## src/rtl/cfg_ser_pkg.sv

```systemverilog
// +----------------------------------------------------------------------------
// | cfg_ser_pkg : shared types and defaults for the config bitstream serializer
// | Rev 1.0
// +----------------------------------------------------------------------------
`default_nettype none
`timescale 1ns/1ps

package cfg_ser_pkg;

  localparam int WORD_W            = 32;
  localparam int DEF_CLK_DIV       = 2;
  localparam int DEF_PRESET_CYCLES = 8;
  localparam int DEF_SET_CYCLES    = 4;

  typedef enum logic [2:0] {
    ST_IDLE   = 3'd0,
    ST_PRESET = 3'd1,
    ST_LOAD   = 3'd2,
    ST_SHIFT  = 3'd3,
    ST_SET    = 3'd4,
    ST_DONE   = 3'd5
  } state_e;

endpackage

`default_nettype wire

```

## src/rtl/cfg_bitstream_serializer_if.sv

```systemverilog
// +----------------------------------------------------------------------------
// | cfg_bitstream_serializer_if : core-side control/write bus and fabric outputs
// | Rev 1.0
// +----------------------------------------------------------------------------
`default_nettype none
`timescale 1ns/1ps

interface cfg_bitstream_serializer_if #(
  parameter int CNT_W = 24
);
  import cfg_ser_pkg::*;

  logic              start;
  logic              abort;
  logic [CNT_W-1:0]  bit_count;
  logic              wr_valid;
  logic [WORD_W-1:0] wr_data;
  logic              wr_ready;
  logic              programming_clock;
  logic              head;
  logic              pReset;
  logic              set;
  logic              busy;
  logic              done;

  modport master (
    output start, abort, bit_count, wr_valid, wr_data,
    input  wr_ready, programming_clock, head, pReset, set, busy, done
  );

  modport slave (
    input  start, abort, bit_count, wr_valid, wr_data,
    output wr_ready, programming_clock, head, pReset, set, busy, done
  );

endinterface

`default_nettype wire

```

## src/rtl/cfg_word_fifo.sv

```systemverilog
// +----------------------------------------------------------------------------
// | cfg_word_fifo : synchronous first-word-fall-through word FIFO with flush
// | Rev 1.0
// +----------------------------------------------------------------------------
`default_nettype none
`timescale 1ns/1ps

module cfg_word_fifo
  import cfg_ser_pkg::*;
#(
  parameter int DEPTH = 4,
  parameter int W     = WORD_W
) (
  input  wire logic         clk,
  input  wire logic         rst_n,
  input  wire logic         push_i,
  input  wire logic [W-1:0] wr_data_i,
  input  wire logic         pop_i,
  input  wire logic         flush_i,
  output logic [W-1:0]      rd_data_o,
  output logic              full_o,
  output logic              empty_o
);

  localparam int AW = $clog2(DEPTH);

  logic [W-1:0] mem_q [DEPTH];
  logic [AW:0]  wr_ptr_q;
  logic [AW:0]  rd_ptr_q;
  logic         do_push;
  logic         do_pop;

  // Extra pointer MSB distinguishes full from empty when the indices match.
  assign empty_o   = (wr_ptr_q == rd_ptr_q);
  assign full_o    = (wr_ptr_q[AW] != rd_ptr_q[AW]) &&
                     (wr_ptr_q[AW-1:0] == rd_ptr_q[AW-1:0]);
  assign rd_data_o = mem_q[rd_ptr_q[AW-1:0]];
  assign do_push   = push_i && !full_o && !flush_i;
  assign do_pop    = pop_i && !empty_o && !flush_i;

  always_ff @(posedge clk) begin
    if (do_push) begin
      mem_q[wr_ptr_q[AW-1:0]] <= wr_data_i;
    end
  end

  always_ff @(posedge clk or negedge rst_n) begin
    if (!rst_n) begin
      wr_ptr_q <= '0;
      rd_ptr_q <= '0;
    end else if (flush_i) begin
      wr_ptr_q <= '0;
      rd_ptr_q <= '0;
    end else begin
      if (do_push) begin
        wr_ptr_q <= wr_ptr_q + 1'b1;
      end
      if (do_pop) begin
        rd_ptr_q <= rd_ptr_q + 1'b1;
      end
    end
  end

endmodule

`default_nettype wire

```

## src/rtl/cfg_bitstream_serializer.sv

```systemverilog
// +----------------------------------------------------------------------------
// | cfg_bitstream_serializer : turns buffered 32-bit config words into the
// | fabric's serial programming stream (programming_clock/head/pReset/set)
// | Rev 1.0
// +----------------------------------------------------------------------------
`default_nettype none
`timescale 1ns/1ps

module cfg_bitstream_serializer
  import cfg_ser_pkg::*;
#(
  parameter int CLK_DIV       = DEF_CLK_DIV,
  parameter int FIFO_DEPTH    = 4,
  parameter int PRESET_CYCLES = DEF_PRESET_CYCLES,
  parameter int SET_CYCLES    = DEF_SET_CYCLES,
  parameter int CNT_W         = 24
) (
  input  wire logic                  clk,
  input  wire logic                  rst_n,
  cfg_bitstream_serializer_if.slave  bus
);

  localparam logic [15:0] C_RISE_AT     = 16'(CLK_DIV - 1);
  localparam logic [15:0] C_SLOT_LAST   = 16'(2 * CLK_DIV - 1);
  localparam logic [15:0] C_PRESET_LAST = 16'(PRESET_CYCLES - 1);
  localparam logic [15:0] C_SET_LAST    = 16'(SET_CYCLES - 1);

  state_e            state_q;
  logic [15:0]       cnt_q;
  logic [CNT_W-1:0]  remaining_q;
  logic [CNT_W-1:0]  remaining_d;
  logic [4:0]        bit_idx_q;
  logic [WORD_W-1:0] shreg_q;
  logic              pclk_q;
  logic              head_q;
  logic              preset_q;
  logic              set_q;
  logic              busy_q;
  logic              done_q;

  logic              fifo_push;
  logic              fifo_pop;
  logic              fifo_flush;
  logic              fifo_full;
  logic              fifo_empty;
  logic [WORD_W-1:0] fifo_rd_data;

  assign fifo_flush  = bus.abort && (state_q != ST_IDLE);
  assign fifo_push   = bus.wr_valid && !fifo_full;
  assign fifo_pop    = (state_q == ST_LOAD) && !fifo_empty && !bus.abort;
  assign remaining_d = (remaining_q == '0) ? '0 : remaining_q - CNT_W'(1);

  cfg_word_fifo #(
    .DEPTH (FIFO_DEPTH),
    .W     (WORD_W)
  ) u_fifo (
    .clk       (clk),
    .rst_n     (rst_n),
    .push_i    (fifo_push),
    .wr_data_i (bus.wr_data),
    .pop_i     (fifo_pop),
    .flush_i   (fifo_flush),
    .rd_data_o (fifo_rd_data),
    .full_o    (fifo_full),
    .empty_o   (fifo_empty)
  );

  always_ff @(posedge clk or negedge rst_n) begin
    if (!rst_n) begin
      state_q     <= ST_IDLE;
      cnt_q       <= '0;
      remaining_q <= '0;
      bit_idx_q   <= '0;
      shreg_q     <= '0;
      pclk_q      <= 1'b0;
      head_q      <= 1'b0;
      preset_q    <= 1'b0;
      set_q       <= 1'b0;
      busy_q      <= 1'b0;
      done_q      <= 1'b0;
    end else begin
      done_q <= 1'b0;
      unique case (state_q)
        ST_IDLE: begin
          head_q <= 1'b0;
          if (bus.start && !bus.abort) begin
            busy_q <= 1'b1;
            cnt_q  <= '0;
            if (bus.bit_count == '0) begin
              state_q <= ST_SET;
              set_q   <= 1'b1;
            end else begin
              remaining_q <= bus.bit_count;
              state_q     <= ST_PRESET;
              preset_q    <= 1'b1;
            end
          end
        end

        ST_PRESET: begin
          if (cnt_q == C_PRESET_LAST) begin
            preset_q <= 1'b0;
            cnt_q    <= '0;
            state_q  <= ST_LOAD;
          end else begin
            cnt_q <= cnt_q + 16'd1;
          end
        end

        // Stalls here with programming_clock low until a word is available.
        ST_LOAD: begin
          if (fifo_pop) begin
            shreg_q   <= fifo_rd_data;
            bit_idx_q <= 5'd31;
            cnt_q     <= '0;
            state_q   <= ST_SHIFT;
          end
        end

        // head changes only at slot start, so it is stable over both edges.
        ST_SHIFT: begin
          if (cnt_q == 16'd0) begin
            head_q <= shreg_q[WORD_W-1];
          end
          if (cnt_q == C_RISE_AT) begin
            pclk_q <= 1'b1;
          end
          if (cnt_q == C_SLOT_LAST) begin
            pclk_q      <= 1'b0;
            cnt_q       <= '0;
            shreg_q     <= {shreg_q[WORD_W-2:0], 1'b0};
            remaining_q <= remaining_d;
            if (remaining_d == '0) begin
              state_q <= ST_SET;
              set_q   <= 1'b1;
            end else if (bit_idx_q == 5'd0) begin
              state_q <= ST_LOAD;
            end else begin
              bit_idx_q <= bit_idx_q - 5'd1;
            end
          end else begin
            cnt_q <= cnt_q + 16'd1;
          end
        end

        ST_SET: begin
          if (cnt_q == C_SET_LAST) begin
            set_q   <= 1'b0;
            done_q  <= 1'b1;
            cnt_q   <= '0;
            state_q <= ST_DONE;
          end else begin
            cnt_q <= cnt_q + 16'd1;
          end
        end

        ST_DONE: begin
          busy_q  <= 1'b0;
          head_q  <= 1'b0;
          state_q <= ST_IDLE;
        end

        default: begin
          state_q <= ST_IDLE;
        end
      endcase

      if (fifo_flush) begin
        state_q  <= ST_IDLE;
        cnt_q    <= '0;
        pclk_q   <= 1'b0;
        head_q   <= 1'b0;
        preset_q <= 1'b0;
        set_q    <= 1'b0;
        busy_q   <= 1'b0;
        done_q   <= 1'b0;
      end
    end
  end

  assign bus.wr_ready          = !fifo_full;
  assign bus.programming_clock = pclk_q;
  assign bus.head              = head_q;
  assign bus.pReset            = preset_q;
  assign bus.set               = set_q;
  assign bus.busy              = busy_q;
  assign bus.done              = done_q;

endmodule

`default_nettype wire

```

## src/flat_wrapper.sv

```systemverilog
// flat-port wrapper written by rule: the top's interface ports become plain ports
module cfg_bitstream_serializer_flat import cfg_ser_pkg::*;
#(
  parameter int CLK_DIV       = DEF_CLK_DIV,
  parameter int FIFO_DEPTH    = 4,
  parameter int PRESET_CYCLES = DEF_PRESET_CYCLES,
  parameter int SET_CYCLES    = DEF_SET_CYCLES,
  parameter int CNT_W         = 24
)
  (clk, rst_n, bus_start, bus_abort, bus_bit_count, bus_wr_valid, bus_wr_data, bus_wr_ready, bus_programming_clock, bus_head, bus_pReset, bus_set, bus_busy, bus_done);
  cfg_bitstream_serializer_if #(.CNT_W(CNT_W)) bus_i ();
  input  wire logic clk;
  input  wire logic rst_n;
  input wire logic [$bits(bus_i.start)-1:0] bus_start;
  input wire logic [$bits(bus_i.abort)-1:0] bus_abort;
  input wire logic [$bits(bus_i.bit_count)-1:0] bus_bit_count;
  input wire logic [$bits(bus_i.wr_valid)-1:0] bus_wr_valid;
  input wire logic [$bits(bus_i.wr_data)-1:0] bus_wr_data;
  output wire logic [$bits(bus_i.wr_ready)-1:0] bus_wr_ready;
  output wire logic [$bits(bus_i.programming_clock)-1:0] bus_programming_clock;
  output wire logic [$bits(bus_i.head)-1:0] bus_head;
  output wire logic [$bits(bus_i.pReset)-1:0] bus_pReset;
  output wire logic [$bits(bus_i.set)-1:0] bus_set;
  output wire logic [$bits(bus_i.busy)-1:0] bus_busy;
  output wire logic [$bits(bus_i.done)-1:0] bus_done;
  assign bus_i.start = bus_start;
  assign bus_i.abort = bus_abort;
  assign bus_i.bit_count = bus_bit_count;
  assign bus_i.wr_valid = bus_wr_valid;
  assign bus_i.wr_data = bus_wr_data;
  assign bus_wr_ready = bus_i.wr_ready;
  assign bus_programming_clock = bus_i.programming_clock;
  assign bus_head = bus_i.head;
  assign bus_pReset = bus_i.pReset;
  assign bus_set = bus_i.set;
  assign bus_busy = bus_i.busy;
  assign bus_done = bus_i.done;
  cfg_bitstream_serializer #(.CLK_DIV(CLK_DIV), .FIFO_DEPTH(FIFO_DEPTH), .PRESET_CYCLES(PRESET_CYCLES), .SET_CYCLES(SET_CYCLES), .CNT_W(CNT_W)) u_core (.clk(clk), .rst_n(rst_n), .bus(bus_i));
endmodule
```

## config.mk

```make
export PLATFORM = sky130hd
export DESIGN_NAME = cfg_bitstream_serializer_flat
export DESIGN_NICKNAME = d
export VERILOG_FILES = /design/src/rtl/cfg_ser_pkg.sv /design/src/rtl/cfg_bitstream_serializer_if.sv /design/src/rtl/cfg_word_fifo.sv /design/src/rtl/cfg_bitstream_serializer.sv /design/src/flat_wrapper.sv
export SDC_FILE = /design/constraint.sdc
export NUM_CORES = 1
export LEC_CHECK = 0
export BUFFER_PORTS_ARGS = -buffer_cell sky130_fd_sc_hd__buf_2
export CORE_UTILIZATION = 57
export DETAILED_ROUTE_END_ITERATION = 10
export PLACE_DENSITY_LB_ADDON = 0.3
export SETUP_SLACK_MARGIN = 0.3
export SLEW_MARGIN = 20
export SYNTH_ARGS = -nofsm -noshare
export SYNTH_HDL_FRONTEND = slang
export SYNTH_SLANG_ARGS = --single-unit
```

## constraint.sdc

```tcl
create_clock -name clk -period 6 [get_ports clk]
set_input_delay 0.9 -clock clk [delete_from_list [all_inputs] [get_ports clk]]
set_output_delay 0.9 -clock clk [all_outputs]
set_load 0.01 [all_outputs]
```

==> results.ini, run 1 <==
[global_routing]
track_usage = 0.2425
antenna_found_initial = 1
grt_max_degree = 64
grt_pass1_wl_um = 34670
grt.overflow.total = 0
grt_pass1_vias = 6773

[clocking]
clock-root-buffer = clkbuf_16
cts_buffers = 23
cts_tree = yes
post_cts_buffers = 0
cts.sinks = 220
cts.path.max_buffers = 3
cts-htree-levels = 1
clkTransAtPathRegs_ns = 0.06
ctsResizeCount = 0
postCtsHoldBufs = 0
insertion_delay_ns = 0.52

[outcome]
run_status = finished, final reports clean

[setup_path]
critPathRequiredTime_ns = 6.38
max_stage_delay_ns = 0.75
crit_type = reg2reg
worst-r2r-cell-count = 9
crit_path_end_kind = flop
reg2reg_from = u_core.remaining_q[0]
crit_path_top_delay_cell = nand2b_1
critPathMostFrequentCell = nor3_1
cp-start-kind = flop
reg2reg_to = u_core.remaining_q[17]
cp.arrival_ns = 4.13
cp_max_fo = 22
crit_chain = inv_1 > ha_1 > nor4b_4 > nand4_1 > nor3_1 > nand2b_1 > nor3_1 > a22oi_1 > o21ai_0
r2r_setup_slack_ns = 2.26

[power_and_ir_drop]
sw_frac_of_total = 0.3459
power.density_nw_per_um2 = 463.7
power_frac_clock = 0.278
combPwrFrac = 0.298
leakagePower_nw = 4.260
seq_power_share = 0.424
irDropWorstVdd_uv = 323.4
internal-power_mw = 3.492
total_power_mw = 5.338
power.switching_mw = 1.847

[yosys]
synth_area_um2 = 10190
ys_async_sr_fraction = 0.4182
synthDistinctLibCells = 67
synthFlopType = edfxtp_1
synth_nets = 925
syn_inst = 853
synth_top_area_share = 0.3773
synth_edf_count = 128
synthTopCellsByArea = edfxtp_1 38%, dfrtp_1 23%, mux4_2 7.1%
syn_avg_cell_area_um2 = 11.94
ys_ff_latch = 220
synth_top_cell_by_area = edfxtp_1
seq_area_frac_synth = 0.6034
ys_warn_count = 0

[floorplan]
dieArea_um2 = 18410
io_pins = 68
core_um2 = 17360
initial_core_util = 0.5869
die_x_um = 135.7
die_h_um = 135.7
num_rows = 48

[sta]
period_share = 0.6240
max_slew_margin = 0.4264
postLayoutSetupSlackWorst_ns = 2.256
slew_violations = 0
timing_hold_violations_final = 0
grt_setup_unrepaired = false
fin_crit_ns = 3.744
setup_viol = 0
fmax_ghz = 0.2671
whs_ns = 0.5044
worstMarginPinSlew_ns = 0.8603
skew_ns = 0.01177
fin_tns_setup_ns = 0

[final_layout]
area_growth_pct = 13.02
final-seq-area_um2 = 6147
drive_gt1_frac = 0.1800
nFillCells = 1299
diodes = 0
stdcell_area_um2 = 11510
fin_nets = 977
fin_cells = 1147
utilization = 0.6633
multiInputGateArea_um2 = 3779

[drt]
wl_per_cell_um = 18.56
avgViaCountPerCell = 6.139
drtIter0Drc = 798
first_pass_iters = 6
drc = 0
num_vias = 7042
drtAntennaViolNets = 0
wl_um = 21290

[placement]
pre_cts_ws_ns = 2.380
dp.cells = 1105
dp_hpwl_um = 13130
post_dp_cell_area_um2 = 10700
port_buffers = 67
gp_congestion = 0.9363

[flow_run]
maxCapViolCount = 0

[min_path]
hold_class = in2async

[synth_stat cells, drive strengths merged, types with 5 or more instances]
| cell | instances |
|---|---|
| clkbuf | 45 |
| and2 | 8 |
| xor2 | 12 |
| a32oi | 5 |
| nor4 | 20 |
| mux4 | 32 |
| buf | 7 |
| nand4 | 11 |
| dfrtp | 92 |
| o22ai | 5 |
| nor3 | 28 |
| nand2 | 95 |
| nor2 | 94 |
| nor4b | 6 |
| nand2b | 5 |
| ha | 11 |
| nor2b | 7 |
| nand3 | 11 |
| a22oi | 12 |
| a21oi | 31 |
| or3 | 6 |
| xnor2 | 11 |
| a31oi | 35 |
| o21ai | 57 |
| inv | 18 |
| edfxtp | 128 |
[sequential cells by signal, indices dropped and copies added (netlist names)]
name                          flops
u_core.u_fifo.wr_ptr_q            3
u_core.bus.programming_clock      1
u_core.bit_idx_q                  5
u_core.bus.set                    1
u_core.cnt_q                     16
u_core.u_fifo.rd_ptr_q            3
u_core.remaining_q               24
u_core.bus.pReset                 1
u_core.state_q                    3
u_core.u_fifo.mem_q             128
u_core.bus.done                   1
u_core.bus.busy                   1
u_core.bus.head                   1
u_core.shreg_q                   32
[cells in the final DEF, fill, tap and decap left out, types with 11 or more instances in the layout]
cell type  instances
nor3_1            28
buf_4             13
nand4_1           11
mux4_2            32
xor2_1            12
o21ai_0           52
nor4_1            19
nand2_1           94
xnor2_1           11
nor2_1            94
ha_1              11
a22oi_1           12
dfrtp_1           91
clkbuf_16         23
buf_2             66
a21oi_1           31
edfxtp_1         128
a31oi_1           35
inv_1             18
nand3_1           11
[metal layers]
layer / routed length (µm) / up-vias / share of wire / track usage
met3: 1233 / 44 / 0.058 / 0.04040
li1: - / 3297 / - / -
met4: 548 / 2 / 0.026 / 0.07366
met5: 10 / - / 0.00047 / 0
met2: 10310 / 247 / 0.48 / 0.3991
met1: 9180 / 3452 / 0.43 / 0.3319
[worst max-delay path, delay by kind of cell, from the launching register on]
kind,cells,cell delay (ns)
AOI/OAI and AO/OA,2,0.32
DFF,1,0.47
buffers and inverters,1,0.13
and+or+nand+nor,5,2.38
adders and majority gates,1,0.31
[logic make-up after synthesis]
family,after synthesis,share of synthesized area
buffers and inverters,70,0.02739
multiplexers,38,0.07689
AND/OR/NAND/NOR,313,0.1505
AO/OA/AOI/OAI,178,0.1086
adder cells (fa/ha/maj),11,0.01351
flip-flops,220,0.6034
XOR/XNOR,23,0.01978
[final cells by class]
class,instances,area share
multi-input combinational,563,0.3282
sequential,220,0.5340
inverter,18,0.005869
tap,225,0.02445
timing repair buffer,79,0.03717
clock buffer,28,0.05597
clock inverter,14,0.01435
[power groups by stage]
stage               registers, mW  logic (mW)  clock network, mW
floorplan                    2.16        1.27                  0
global placement             2.27        1.54                  0
detailed placement           2.28        1.57                  0
CTS                          2.26        1.59               1.51
global route                 2.31        1.78               1.57
finish                       2.26        1.59               1.48
[worst max-delay path by stage]
stage	depth (start not counted)	to	startpoint
2_1_floorplan	13	u_core.bit_idx_q[3]	u_core.remaining_q[0]
3_3_place_gp	9	u_core.remaining_q[19]	u_core.remaining_q[0]
3_5_place_dp	9	u_core.remaining_q[17]	u_core.remaining_q[0]
4_1_cts	9	u_core.remaining_q[17]	u_core.remaining_q[0]
5_1_grt	9	u_core.remaining_q[17]	u_core.remaining_q[0]
6_report	9	u_core.remaining_q[17]	u_core.remaining_q[0]
No activity file was read; power rests on OpenSTA's default activity.
==> run 2, diff against run 1 <==
Clock period 6 ns to 3.62 ns, I/O delays scaled along.
==> run 2 against run 1 <==
Effect of this change: maximum frequency increased by 21%; non-clock buffer count grew 17; setup slack worse by 1.7 ns; clock power grew 55%; die area did not move; wire length up 2.5%; register-to-register slack worse by 1.7 ns; sequential power up 65%; count of clock-buffer cells in the layout is 1 higher; hold slack got worse by 0.41 ns; clock skew increased by 0.0013 ns; utilization is 0.48 points higher; critical path type unchanged; critical endpoint is now u_core.bit_idx_q[3]; largest cell class unchanged; highest routed layer unchanged.
==> results.ini, run 2 (same netlist as run 1, synthesis figures left out) <==
[outcome]
run_status = finished, final reports clean

[clocking]
cts.path.max_buffers = 3
insertion_delay_ns = 0.53
cts_buffers = 23
cts.sinks = 220
cts_tree = yes
clock-root-buffer = clkbuf_16
cts-htree-levels = 1
clkTransAtPathRegs_ns = 0.06

[final_layout]
nFillCells = 1264
fin_nets = 994
final_cell_mix = 128 x edfxtp_1, 94 x nor2_1, 94 x nand2_1
final_common_cell = edfxtp_1
stdcell_area_um2 = 11590
drive_gt1_frac = 0.1928
area_growth_pct = 13.83
largest_reg_flops = 128

[sta]
grt_setup_unrepaired = false
timing_hold_violations_final = 0
skew_ns = 0.01307
fmax_ghz = 0.3236
fin_crit_ns = 3.090
max_slew_margin = 0.4456
slew_violations = 0
whs_ns = 0.09814
worstMarginPinSlew_ns = 0.8252
setup_viol = 0
postLayoutSetupSlackWorst_ns = 0.5301
period_share = 0.8536
fin_tns_setup_ns = 0

[floorplan]
dieArea_um2 = 18410
core_um2 = 17360
io_pins = 68
initial_core_util = 0.5869
die_h_um = 135.7
die_x_um = 135.7
num_rows = 48

[global_routing]
grt.overflow.total = 0
grt_max_degree = 70
grt_pass1_wl_um = 35030
track_usage = 0.2459
grt_pass1_vias = 6819
antenna_found_initial = 2

[placement]
pre_cts_ws_ns = 0.3158
dp_hpwl_um = 13690
post_dp_cell_area_um2 = 10810
gp_congestion = 0.8963
port_buffers = 67

[setup_path]
cp_top_family = simple AND/OR/NAND/NOR gates
r2r_setup_slack_ns = 0.53
cp.arrival_ns = 3.49
crit_path_top_delay_cell = dfrtp_1
max_stage_delay_ns = 0.48
critPathMostFrequentCell = nand4_1
critical_path.startpoint = u_core.remaining_q[0]
cp_max_fo = 9
crit_type = reg2reg
worst-r2r-cell-count = 10
cp-start-kind = flop
crit_path_end_kind = flop
worst-path-stages = 10
reg2reg_from = u_core.remaining_q[0]
critical_path_buf_inv_count = 1
crit_chain = inv_1 > ha_2 > nor4b_4 > nand4_1 > nand4_1 > and3_1 > and4b_4 > or3_4 > o21ai_1 > or3b_1
critPathRequiredTime_ns = 4.02

[drt]
first_pass_iters = 5
wl_um = 21820
avgViaCountPerCell = 6.123
wl_per_cell_um = 18.73
drc = 0
drtIter0Drc = 558
num_vias = 7133
drtAntennaViolNets = 0

[power_and_ir_drop]
total_power_mw = 8.790
leakagePower_nw = 4.331
irDropWorstVdd_uv = 561.3
power.density_nw_per_um2 = 758.1

[min_path]
hold_class = in2async

[flow_run]
maxCapViolCount = 0

run 2: power by group:
| part | internal [mW] | switching (mW) |
|---|---|---|
| sequential | 3.26 | 0.472 |
| clock | 1.32 | 0.963 |
| combinational | 1.13 | 1.65 |
| total | 5.71 | 3.08 |
run 2: final timing paths:
| kind | endpoint |
|---|---|
| hold / removal | u_core.cnt_q[11] |
| hold reg to reg | u_core.shreg_q[0] |
| setup reg to reg | u_core.bit_idx_q[3] |
| setup / recovery | u_core.bit_idx_q[3] |
| max in group asynchronous | u_core.shreg_q[9] |
| min in group clk | u_core.u_fifo.mem_q[3][27] |
run 2: layer usage:
metal  wire, µm  vias up  global-route usage
met1       9434     3512              0.3304
met5         10        -                   0
li1           -     3341                   -
met2      10670      234              0.4127
met4        531        2             0.07116
met3       1178       44             0.04153
run 2: worst reg2reg max path, delay by kind of cell, from the launching register on:
family | cells | cell delay (ns)
simple gates | 7 | 1.99
flops | 1 | 0.48
fa+ha+maj | 1 | 0.26
compound gates | 1 | 0.12
buf+inv | 1 | 0.12
run 2: metrics by stage:
stage / utilization / std cells
2_1_floorplan: - / 853
3_3_place_gp: 0.6230 / 1118
3_5_place_dp: 0.6230 / 1118
4_1_cts: 0.6656 / 1160
5_1_grt: 0.6679 / 1164
6_report: 0.6680 / 1165
run 2: layout make-up:
type / instances / area, µm² / area share
Antenna cell: 1 / 2.502 / 0.0002158
Clock buffer: 29 / 638.1 / 0.05503
Clock inverter: 13 / 101.3 / 0.008741
Inverter: 18 / 67.56 / 0.005827
Multi-Input combinational cell: 563 / 3789 / 0.3267
Sequential cell: 220 / 6147 / 0.5302
Tap cell: 225 / 281.5 / 0.02428
Timing Repair Buffer: 96 / 568.0 / 0.04899
run 2: what timing repair did:
| action | 4_1_cts | 5_1_grt |
|---|---|---|
| endpoints found under the setup margin | 0 | 8 |
| gates resized for setup | 0 | 1 |
| buffers inserted | 0 | 4 |
| hold buffers | 0 | 0 |
==> run 3, diff against run 2 <==
Settings changed: PLACE_DENSITY from default to 0.84, PLACE_DENSITY_LB_ADDON 0.3 to default.
==> run 3 against run 2 <==
Effect of this change: design area about the same; utilization grew 0.051 points; clock power increased by 11%; hold slack lost 0.081 ns; largest cell class unchanged; critical endpoint unchanged; sequential power is 1% higher; sequential share of layout area barely moved; maximum frequency rose by 0.55%; global-route usage increased by 1.3 points.
==> results.ini, run 3 (same netlist as run 1, synthesis figures left out) <==
[sta]
fin_tns_setup_ns = 0
grt_setup_unrepaired = false
fmax_ghz = 0.3254
period_share = 0.8489
fin_crit_ns = 3.073
worstMarginPinSlew_ns = 0.8109
max_slew_margin = 0.4573
setup_viol = 0
whs_ns = 0.01685
postLayoutSetupSlackWorst_ns = 0.5471
skew_ns = 0.01322
timing_hold_violations_final = 0
slew_violations = 0

[outcome]
run_status = finished, final reports clean

[flow_run]
maxCapViolCount = 0

[final_layout]
nFillCells = 1199
drive_gt1_frac = 0.1841
final_cell_mix = 128 x edfxtp_1, 94 x nor2_1, 94 x nand2_1
largest_reg_flops = 128
area_growth_pct = 13.92
utilization = 0.6685
multiInputGateArea_um2 = 3792
final-seq-area_um2 = 6147
final_common_cell = edfxtp_1
fin_nets = 984

[floorplan]
die_x_um = 135.7
die_h_um = 135.7
initial_core_util = 0.5869
num_rows = 48
dieArea_um2 = 18410
io_pins = 68
core_um2 = 17360

[clocking]
clock-root-buffer = clkbuf_16
cts_buffers = 23
cts.path.max_buffers = 3
cts.sinks = 220
clkTransAtPathRegs_ns = 0.07
postCtsHoldBufs = 0
cts_tree = yes
cts-htree-levels = 1
insertion_delay_ns = 0.53
post_cts_buffers = 0

[placement]
pre_cts_ws_ns = 0.5577
port_buffers = 67
gp_congestion = 0.9224
dp_hpwl_um = 13630

[global_routing]
grt_pass1_wl_um = 36650
grt.overflow.total = 0
grt_max_degree = 70
track_usage = 0.2590
grt_pass1_vias = 7156
antenna_found_initial = 1

[setup_path]
crit_type = reg2reg
critPathRequiredTime_ns = 4.03
crit_path_end_kind = flop
worst-r2r-cell-count = 10
cp-start-kind = flop
cp.arrival_ns = 3.48
cp_max_fo = 9

[drt]
wl_um = 22880
first_pass_iters = 5
num_vias = 7187
drtAntennaViolNets = 0
drtIter0Drc = 765
avgViaCountPerCell = 6.217
drc = 0
wl_per_cell_um = 19.79

[power_and_ir_drop]
irDropWorstVdd_uv = 631.3
leakagePower_nw = 4.302
power.density_nw_per_um2 = 778.6

[min_path]
hold_class = in2async

## run 3: changes by cell type in the layout (fill, tap and decap cells not counted), moves of 2 or more
cell	delta
buf_4	-10
bufinv_16	+4
clkbuf_8	-4
clkinv_2	-4
clkbuf_1	+2
clkinv_1	-2
clkinv_4	+2
clkinvlp_4	+2
## run 3: report_power, final
group	switching (mW)	internal, mW
Combinational	1.63	1.08
Sequential	0.511	3.26
Clock	1.01	1.54
Total	3.15	5.88
## run 3: worst max-delay path: stages (launching register included)
cell and delay [ns]:
dfrtp_1 0.47, inv_1 0.11, ha_1 0.31, nor4b_4 0.29, nand4_1 0.28, nand4_1 0.23
and3_1 0.20, and4b_4 0.22, or3_4 0.38, o21ai_1 0.11, or3b_1 0.36
## run 3: path summary, 6_finish.rpt
path / slack (ns) / to / startpoint
setup / recovery: 0.55 / u_core.bit_idx_q[3] / u_core.remaining_q[0]
hold / removal: 0.02 / u_core.cnt_q[12] / rst_n
min in group clk: 0.23 / u_core.u_fifo.mem_q[0][0] / bus_wr_data[0]
max in group asynchronous: 2.92 / u_core.shreg_q[12] / rst_n
hold reg to reg: 0.52 / u_core.bit_idx_q[0] / u_core.bit_idx_q[0]
setup reg to reg: 0.55 / u_core.bit_idx_q[3] / u_core.remaining_q[0]
## run 3: layout make-up
class | instances | area share
Tap cell | 225 | 0.02426
Multi-Input combinational cell | 563 | 0.3268
Sequential cell | 220 | 0.5298
Inverter | 18 | 0.005823
Antenna cell | 2 | 0.0004313
Clock buffer | 27 | 0.05090
Timing Repair Buffer | 86 | 0.04248
Clock inverter | 15 | 0.01952
## run 3: routing by layer
metal	global-route usage	share of wire	vias to the layer above	wire, µm
met5	0	0	-	0
met4	0.08614	0.026	0	590
met3	0.04340	0.065	52	1483
met2	0.4413	0.50	276	11360
met1	0.3375	0.41	3540	9441
li1	-	-	3319	-
## run 3: through the flow
stage	power [mW]	instance area, µm²	cells
after global routing	9.519	11600	1154
after CTS	9.046	11590	1154
final	9.035	11600	1156
after floorplan	5.682	10190	853
after global placement	6.302	10770	1112
after detailed placement	6.427	10780	1112
## run 3: what timing repair did
action,in CTS,in global routing
setup endpoints to repair,0,1
gates resized for setup,0,1
endpoints found under the hold margin,0,0
